### config.mk
export PLATFORM = sky130hd
export DESIGN_NAME = dmux_stream_1ton
export DESIGN_NICKNAME = d
export VERILOG_FILES = /design/src/rtl/dmux_pkg.sv /design/src/rtl/dmux_onehot_dec.sv /design/src/rtl/dmux_stream_1ton.sv
export SDC_FILE = /design/constraint.sdc
export NUM_CORES = 1
export LEC_CHECK = 0
export BUFFER_PORTS_ARGS = -buffer_cell sky130_fd_sc_hd__buf_4
export CORE_MARGIN = 2
export CORE_UTILIZATION = 48
export CTS_CLUSTER_SIZE = 8
export DETAILED_ROUTE_END_ITERATION = 7
export GPL_TIMING_DRIVEN = 0
export PLACE_DENSITY = 0.83
export SLEW_MARGIN = 20
export SYNTH_ARGS = -nofsm -noshare
export SYNTH_HDL_FRONTEND = slang
export SYNTH_HIERARCHICAL = 1
export SYNTH_SLANG_ARGS = --single-unit
### constraint.sdc
create_clock -name clk -period 3.1 [get_ports clk]
set_clock_uncertainty 0.05 [all_clocks]
set_input_delay 0.93 -clock clk [delete_from_list [all_inputs] [get_ports clk]]
set_output_delay 0.93 -clock clk [all_outputs]
set_load 0.03 [all_outputs]
### src/rtl/dmux_pkg.sv
// Shared definitions for the registered 1-to-N stream demultiplexer.
// Default sizing plus the one-hot helper that the select decoder is built on.
package dmux_pkg;

    localparam int DMUX_DEF_WIDTH    = 8;
    localparam int DMUX_DEF_SEL_BITS = 3;

    // onehot() returns a fixed, generous width; callers cast it down to their own N_OUT.
    localparam int DMUX_MAX_SEL_BITS = 8;
    localparam int DMUX_MAX_N        = 1 << DMUX_MAX_SEL_BITS;

    function automatic logic [DMUX_MAX_N-1:0] onehot(input int unsigned sel);
        return DMUX_MAX_N'(1) << sel;
    endfunction

endpackage

### src/rtl/dmux_onehot_dec.sv
// Combinational selector-to-one-hot decoder, the select logic of the 1-to-N demux.
// SEL_BITS must not exceed dmux_pkg::DMUX_MAX_SEL_BITS.
module dmux_onehot_dec
    import dmux_pkg::*;
#(
    parameter  int SEL_BITS = DMUX_DEF_SEL_BITS,
    localparam int N_OUT    = 1 << SEL_BITS
) (
    input  logic [SEL_BITS-1:0] sel,
    output logic [N_OUT-1:0]    mask
);

    assign mask = N_OUT'(onehot(32'(sel)));

endmodule

### src/rtl/dmux_stream_1ton.sv
// Registered 1-to-N stream demux: one held word plus a mask of consumers still owed it.
// A word leaves the register only when every targeted consumer has taken it.
module dmux_stream_1ton
    import dmux_pkg::*;
#(
    parameter  int WIDTH    = DMUX_DEF_WIDTH,
    parameter  int SEL_BITS = DMUX_DEF_SEL_BITS,
    localparam int N_OUT    = 1 << SEL_BITS
) (
    input  logic                clk,
    input  logic                reset,
    input  logic [WIDTH-1:0]    in_data,
    input  logic [SEL_BITS-1:0] in_sel,
    input  logic                in_bcast,
    input  logic                in_valid,
    output logic                in_ready,
    output logic [WIDTH-1:0]    out_data,
    output logic [N_OUT-1:0]    out_valid,
    input  logic [N_OUT-1:0]    out_ready
);

    // Handshake: a transfer happens on any cycle where valid and ready are both high.
    // Valid, once raised, holds with stable data until its transfer; ready never
    // depends on valid of the same port.

    logic [WIDTH-1:0] data_q;
    logic [N_OUT-1:0] pend_q;
    logic [N_OUT-1:0] dec_mask;
    logic [N_OUT-1:0] new_mask;
    logic [N_OUT-1:0] pend_after;
    logic             accept;

    dmux_onehot_dec #(
        .SEL_BITS (SEL_BITS)
    ) u_dec (
        .sel  (in_sel),
        .mask (dec_mask)
    );

    // Bits still owed after this cycle's deliveries; ready on an idle bit clears nothing.
    assign pend_after = pend_q & ~out_ready;

    assign in_ready = !reset && (pend_after == '0);
    assign accept   = in_valid && in_ready;
    assign new_mask = in_bcast ? '1 : dec_mask;

    always_ff @(posedge clk) begin
        if (reset) begin
            data_q <= '0;
            pend_q <= '0;
        end else if (accept) begin
            data_q <= in_data;
            pend_q <= new_mask;
        end else begin
            pend_q <= pend_after;
        end
    end

    assign out_valid = pend_q;
    assign out_data  = data_q;

    // A consumer that is offered a word keeps seeing it, unchanged, until it takes it.
    for (genvar k = 0; k < N_OUT; k++) begin : g_hold_chk
        a_hold: assert property (@(posedge clk) disable iff (reset)
            (out_valid[k] && !out_ready[k]) |=> (out_valid[k] && $stable(out_data)));
    end

    a_no_ready_in_reset: assert property (@(posedge clk) reset |-> !in_ready);

endmodule

==> results summary, run 1 <==
Based on the critical path, the design can be clocked at up to 352.6 MHz. The number of buffers created by CTS came out at 3. The via count of the first global-routing pass is 683.

Of all nets on the critical path, the largest fanout is 2. The count of nets left with antenna violations after detail routing came out at 0. The repair_antennas step left the layout with diodes totalling 0. The post-synthesis net count came out at 102.

STA classifies the critical path endpoint as an output port. The global-route congestion overflow total came out at 0. The number of top-level pins came out at 40. The startpoint type of the worst setup path is a primary input. After detailed routing, the number of remaining DRC violations is 0.

The flow ran to the end, and the final reports show no timing, DRC or antenna violations. The post-route worst setup slack came out at 0.2641 ns. The initial cell density of the core is 0.4948.

The number of cells after detailed placement came out at 134. The quantity of hold-fixing buffers added after cts came out at 0. The number of filler cells placed in the layout is 134. The reported leakage power came out at 0.5332 nW. The end-of-flow core utilization is 0.6978. The number of antenna violations at the first check in global routing was 0. The insertion delay to the later sink of the worst-skew pair came out at 0.29 ns. The number of non-filler instances in the completed layout is 138. The area share of the largest cell type after synthesis is 0.3832. The count of max-cap constraint violations is 0.

The chip width came out at 45.73 um. The number of pins with negative max-slew slack in the final report is 0. The slew at the pin with the worst max-slew slack is 0.5094 ns. The biggest area contributor in the post-synthesis netlist is sky130_fd_sc_hd__dfxtp_1. The number of buffer cells added on primary ports is 38. The detailed router's first-iteration violation count is 2.

In the final layout, the share of cells above drive strength 1 is 0.5124. TritonCTS built the clock tree. The placed instances occupy a cell area of 1142 sq um. The summed negative setup slack over all endpoints is 0 ns. The area growth from synthesis to layout is 41.02%. Across all hold checks on the routed design, the worst slack comes to 0.4532 ns. The largest voltage drop on the vdd net is 0.3756 mV. The per-instance average area after synthesis came out at 10.58 sq um.

The number of nets in the layout is 145. The critical path in this run is classified as in2out. The congestion estimate from routability-driven global placement came to 0.7335. Once the clock tree was built, the setup fixing pass inserted 0 buffers.

The die area is 2091 sq um. The clock drives 16 sinks. The flip-flop and latch count after synthesis is 16.

The final clock period utilization by the worst path is 0.9148. The number of cell rows is 15. The number of H-tree branching levels is 1. The all-layer global routing usage came out at 0.1927.

The clock input transition at the sequential cells of the worst setup and hold paths came out at 0.09 ns. The overall via count from detail_route came out at 708. The required time of the critical path came out at 2.12 ns.

The first global-routing pass estimated 2842 um of wire. The buffer cell driving the clock tree root is sky130_fd_sc_hd__clkbuf_4. After legalization and detailed placement, the total HPWL measured 1319 um. The pre-CTS setup slack came out at 0.2602 ns. The sequential cell area fraction in the yosys report came out at 0.3832. The post-synthesis instance area came out at 835.8 sq um. The number of vias per cell came out at 5.130.

The type of the most critical hold path is reg2reg. The first detailed-routing pass took 4 iterations. Power spread over the standard cell area amounts to 429.6 nW/um^2. The placeable core region came out at 1689 sq um. The number of library cell types mapped by synthesis is 23. The Yosys step of the flow raised 6 warnings. The post-layout total power is 0.5063 mW.

The hold violation total from the final report is 0. The routed wire length per instance came out at 12.80 um. The relative slew slack is 0.6604. The synthesized netlist cell count came out at 79.

The count of cells resized by post-cts repair came out at 0. Setup violations remaining at the end of the flow were counted as 0. Setup repair after global routing left no endpoint under its margin. By area the synthesized netlist is led by sky130_fd_sc_hd__dfxtp_1 (38%), sky130_fd_sc_hd__nor2b_1 (9.0%), sky130_fd_sc_hd__mux2_2 (8.1%), sky130_fd_sc_hd__a211oi_2 (4.5%), sky130_fd_sc_hd__and3b_2 (3.6%). The total wirelength of the detailed-routed design is 1766 um. The maximum number of pins on one net before global-route repair came out at 11. The data arrival time at the worst-slack endpoint is 1.86 ns. The final instance area is 1179 sq um. The final critical path time including I/O delays and setup is 2.836 ns. The longest clock path from root to sink contains 2 buffers. The die outline height is 45.73 um.
sequential cells by signal, indices dropped and copies added (netlist names):
signal,count
out_data,8
out_valid,8
synth_stat cells:
library cell                instances
sky130_fd_sc_hd__and3_1             1
sky130_fd_sc_hd__mux2_2             6
sky130_fd_sc_hd__clkbuf_1           2
sky130_fd_sc_hd__a21oi_1            2
sky130_fd_sc_hd__nor2b_1           12
sky130_fd_sc_hd__inv_1              5
sky130_fd_sc_hd__nand4_4            1
sky130_fd_sc_hd__a211oi_1           3
sky130_fd_sc_hd__mux2_4             2
sky130_fd_sc_hd__buf_6              1
sky130_fd_sc_hd__nor3b_1            4
sky130_fd_sc_hd__dfxtp_1           16
sky130_fd_sc_hd__and3b_2            3
sky130_fd_sc_hd__a21o_1             2
sky130_fd_sc_hd__nand2_1            1
sky130_fd_sc_hd__nor4b_4            1
sky130_fd_sc_hd__a2111oi_4          1
sky130_fd_sc_hd__a211oi_2           3
sky130_fd_sc_hd__nor2b_4            1
sky130_fd_sc_hd__nor3_1             6
sky130_fd_sc_hd__nand2b_1           3
sky130_fd_sc_hd__nor2_1             2
sky130_fd_sc_hd__and3_2             1
worst max-delay path, stage by stage:
cell                        delay, ns
sky130_fd_sc_hd__buf_4           0.07
sky130_fd_sc_hd__inv_1           0.06
sky130_fd_sc_hd__a2111oi_4       0.43
sky130_fd_sc_hd__and3_1          0.21
sky130_fd_sc_hd__buf_4           0.16
logic make-up after synthesis:
| logic type | share of synthesized area |
|---|---|
| flops | 0.3832 |
| compound gates | 0.1347 |
| simple gates | 0.3204 |
| buf+inv | 0.04491 |
| mux | 0.1168 |
final timing paths:
check	from	to	slack [ns]	cells after the start
hold / removal	out_valid[7]	out_valid[7]	0.45	2
hold reg to reg	out_valid[7]	out_valid[7]	0.45	2
setup / recovery	out_ready[1]	in_ready	0.26	5
setup reg to reg	out_valid[0]	out_data[6]	1.37	5
metal layers:
metal	vias up	part of all wire	track usage	wire length, um
met2	31	0.46	0.3352	816
li1	359	-	-	-
met4	0	0.021	0.1029	37
met1	313	0.43	0.2157	756
met3	5	0.088	0.04365	155
met5	-	0	0	0
placed cells by master, fill, tap and decap left out, types with 2 or more instances in the layout:
cell type | synthesis | routed
sky130_fd_sc_hd__buf_4 | 0 | 38
sky130_fd_sc_hd__dfxtp_1 | 16 | 16
sky130_fd_sc_hd__nor2b_1 | 12 | 12
sky130_fd_sc_hd__nor3_1 | 6 | 6
sky130_fd_sc_hd__mux2_2 | 6 | 6
sky130_fd_sc_hd__inv_1 | 5 | 5
sky130_fd_sc_hd__nor3b_1 | 4 | 4
sky130_fd_sc_hd__nand2b_1 | 3 | 3
sky130_fd_sc_hd__a211oi_1 | 3 | 3
sky130_fd_sc_hd__a211oi_2 | 3 | 3
sky130_fd_sc_hd__clkbuf_4 | 0 | 3
sky130_fd_sc_hd__and3b_2 | 3 | 3
sky130_fd_sc_hd__clkbuf_1 | 2 | 2
sky130_fd_sc_hd__nor2_1 | 2 | 2
sky130_fd_sc_hd__a21o_1 | 2 | 2
sky130_fd_sc_hd__a21oi_1 | 2 | 2
sky130_fd_sc_hd__mux2_4 | 2 | 2
power breakdown:
| group | switching [mW] | internal, mW | total [mW] |
|---|---|---|---|
| sequential | 0.00718 | 0.220 | 0.227 |
| combinational | 0.0715 | 0.0699 | 0.141 |
| clock | 0.0662 | 0.0716 | 0.138 |
| total | 0.145 | 0.361 | 0.506 |
layout make-up:
type / count / area [sq um] / share of cell area
flip-flops and latches: 16 / 320.3 / 0.2718
well taps: 17 / 21.27 / 0.01805
plain buffers: 3 / 18.77 / 0.01592
inverters: 5 / 18.77 / 0.01592
repair buffers: 38 / 285.3 / 0.2420
clock buffers: 4 / 36.28 / 0.03079
multi-input cells: 55 / 478.0 / 0.4055
(Power assumes the default switching activity.)
==> run 2, diff against run 1 <==
--- a/config.mk
+++ b/config.mk
@@ -6,12 +6,15 @@
 export NUM_CORES = 1
 export LEC_CHECK = 0
 export BUFFER_PORTS_ARGS = -buffer_cell sky130_fd_sc_hd__buf_4
+export CELL_PAD_IN_SITES_DETAIL_PLACEMENT = 0
+export CELL_PAD_IN_SITES_GLOBAL_PLACEMENT = 1
+export CORE_ASPECT_RATIO = 1.75
 export CORE_MARGIN = 2
-export CORE_UTILIZATION = 48
+export CORE_UTILIZATION = 35
 export CTS_CLUSTER_SIZE = 8
 export DETAILED_ROUTE_END_ITERATION = 7
 export GPL_TIMING_DRIVEN = 0
-export PLACE_DENSITY = 0.83
+export PLACE_DENSITY_LB_ADDON = 0.1
 export SLEW_MARGIN = 20
 export SYNTH_ARGS = -nofsm -noshare
 export SYNTH_HDL_FRONTEND = slang
==> results summary, run 2 (same netlist as run 1, synthesis figures left out) <==
The flow ran to the end, and the final reports show no timing, DRC or antenna violations. The startpoint-to-endpoint class of the critical path is in2out. The number of top-level pins came out at 40 (unchanged).

The total wirelength of the detailed-routed design came out at 1763 um (-0.17%). The cell depth of the worst flop-to-flop path is 5 (unchanged). The count of nets left with antenna violations after detail routing came out at 0 (unchanged). The longest individual stage delay on the worst path came out at 0.47 ns (+0.04 ns). The quantity of hold-fixing buffers added after cts is 0 (unchanged).

The number of iterations in the first detailed-routing pass came out at 2 (-2). The TritonCTS clock tree is yes. The area of the multi-input gates was 478.0 sq um (unchanged). The largest voltage drop on the vdd net came out at 0.2648 mV (-29%).

The clock sink total is 16 (unchanged). The all-layer global routing usage was 0.1454 (-0.04730). The final hold slack is 0.4490 ns (-0.004174 ns). The via count of the first global-routing pass came out at 681 (-0.29%). The number of antenna violations at the first check in global routing came out at 0 (unchanged).

The worst register-to-register path begins at out_valid[6]. The wire length of the first global-routing pass came out at 2849 um (+0.25%). The overall via count from detail_route was 714 (+0.85%). The final weighted congestion in routability-driven placement is 0.6315 (-14%). The relative slew slack came out at 0.6389 (-0.02143). The summed negative setup slack over all endpoints was 0 ns (unchanged). The tree is rooted in a sky130_fd_sc_hd__clkbuf_8. The critical path buffer and inverter count came out at 3 (unchanged). The fraction of layout instances using a drive strength above 1 is 0.5083 (-0.004063).

The detailed-route DRC error count came to 0 (unchanged). The detailed router's first-iteration violation count is 19 (+17). The number of antenna diodes is 0 (unchanged).

The maximum number of pins on one net before global-route repair came out at 11 (unchanged). The hold violation total from the final report came out at 0 (unchanged). The number of nets in the layout came to 145 (unchanged). Walking the worst path, the cells encountered are buf_4 -> inv_1 -> a2111oi_4 -> and3_1 -> buf_4. The routed wire length per instance is 12.16 um (-5.0%). The reported leakage power was 0.5338 nW (+0.11%).

The endpoint identified for the worst register-to-register timing path is out_data[5]. The post-DP HPWL came out at 1394 um (+5.7%). The buffer count from post-CTS setup fixing was 0 (unchanged).

The library cell used most frequently in the layout, excluding fill and tap cells, is sky130_fd_sc_hd__buf_4. STA classifies the critical path startpoint as a primary input. The count of max-cap constraint violations came to 0 (unchanged).

The final clock period utilization by the worst path came to 0.9287 (+0.01395). The end-of-flow core utilization is 0.5250 (-0.1727). The maximum root-to-sink buffer count came to 2 (unchanged). The insertion delay to the later sink of the worst-skew pair came out at 0.24 ns (-0.05 ns). The global-route congestion overflow total came out at 0 (unchanged).

The final critical path time including I/O delays and setup is 2.879 ns (+0.04323 ns). The maximum fanout count along the critical path is 2 (unchanged). The post-layout total power is 0.5186 mW (+2.4%).

In this run the worst setup path begins at out_ready[1]. Following the worst setup path forward leads to its endpoint at in_ready. The number of buffer cells added on primary ports was 38 (unchanged). The initial cell density of the core is 0.3676 (-0.1272). The final setup violation count is 0 (unchanged).

The slew at the pin with the worst max-slew slack is 0.5416 ns (+0.03215 ns). The number of pins with negative max-slew slack in the final report was 0 (unchanged). The storage element area is 320.3 sq um (unchanged). On the critical path, the stage with the largest delay is an instance of sky130_fd_sc_hd__a2111oi_4.

The count of cells resized by post-cts repair is 0 (unchanged). The tightest min-delay check is of the reg2reg type. The data arrival time at the worst-slack endpoint came out at 1.90 ns (+0.04 ns). Broken down by cell family, the worst path's largest delay share belongs to compound AO/OA/AOI/OAI gates. The clock input transition at the sequential cells of the worst setup and hold paths was 0.06 ns (-0.03 ns). The placeable core region came out at 2273 sq um (+35%).

The number of buffers created by CTS is 3 (unchanged). The cell count along the critical path came out at 5 (unchanged). The slack of the worst reg-to-reg path is 1.33 ns (-0.04 ns). The library cells used most frequently in the layout, excluding fill and tap cells, are sky130_fd_sc_hd__buf_4 (38), sky130_fd_sc_hd__dfxtp_1 (16), sky130_fd_sc_hd__nor2b_1 (12), sky130_fd_sc_hd__nor3_1 (6), sky130_fd_sc_hd__mux2_2 (6). The number of filler cells placed in the layout came to 226 (+69%). The die outline height is 68.65 um (+50%). Setup repair after global routing left no endpoint under its margin. The areal power density over the cells came out at 434.5 nW/um^2 (+1.1%). The number of H-tree branching levels is 1 (unchanged). The chip width was 40.94 um (-10%).

The area growth from synthesis to layout came out at 42.81%. The cell area after placement is 1152 sq um (+0.88%). The final instance area is 1194 sq um (+1.3%). The number of cell rows came out at 23 (+8).

The required time of the critical path was 2.12 ns (about the same). The fmax was 347.3 MHz (-1.5%). The number of vias per cell came out at 4.924 (-4.0%). The die area was 2810 sq um (+34%).

The most frequent cell on the critical path is sky130_fd_sc_hd__buf_4. The element type at the critical path end is an output port.
==> run 2: changes by cell type in the layout (fill, tap and decap cells not counted), sizes merged <==
cell	before	now
clkbuf	6	5
==> run 2: worst min path at each step <==
stage,from,end,slack (ns),depth (start not counted)
detailed placement,out_valid[7],out_valid[7],0.45,2
global route,out_valid[7],out_valid[7],0.49,2
floorplan,out_valid[7],out_valid[7],0.56,2
global placement,out_valid[7],out_valid[7],0.43,2
finish,out_valid[7],out_valid[7],0.45,2
CTS,out_valid[7],out_valid[7],0.46,2
==> run 2: layout make-up <==
class / count / area share
well taps: 25 / 0.02621
multi-input cells: 55 / 0.4004
clock buffers: 3 / 0.03459
inverters: 5 / 0.01572
plain buffers: 3 / 0.01572
flip-flops and latches: 16 / 0.2683
repair buffers: 38 / 0.2390
==> run 2: per-layer routing <==
metal  vias up  part of all wire  GRT usage
li1        361                 -          -
met1       327              0.38     0.1643
met2        24              0.54     0.2441
met3         2             0.071    0.02564
met4         0             0.011    0.07500
met5         -                 0          0
==> run 2: per-stage QoR <==
step	worst slack, ns	cells
6_report	0.2209	145
5_1_grt	0.1688	145
4_1_cts	0.2193	145
3_5_place_dp	0.2380	142
3_3_place_gp	0.2374	142
2_1_floorplan	0.3570	79
==> run 2: worst reg2reg max path, stage by stage, from the launching register on <==
cell                        delay (ns)
sky130_fd_sc_hd__dfxtp_1          0.30
sky130_fd_sc_hd__nor2b_1          0.17
sky130_fd_sc_hd__a2111oi_4        0.40
sky130_fd_sc_hd__nand4_4          0.22
sky130_fd_sc_hd__buf_6            0.21
sky130_fd_sc_hd__mux2_4           0.30
==> run 2: report_power, final <==
part | switching, mW | total, mW | internal, mW
logic | 0.0715 | 0.141 | 0.0699
registers | 0.00650 | 0.227 | 0.220
clock network | 0.0646 | 0.150 | 0.0859
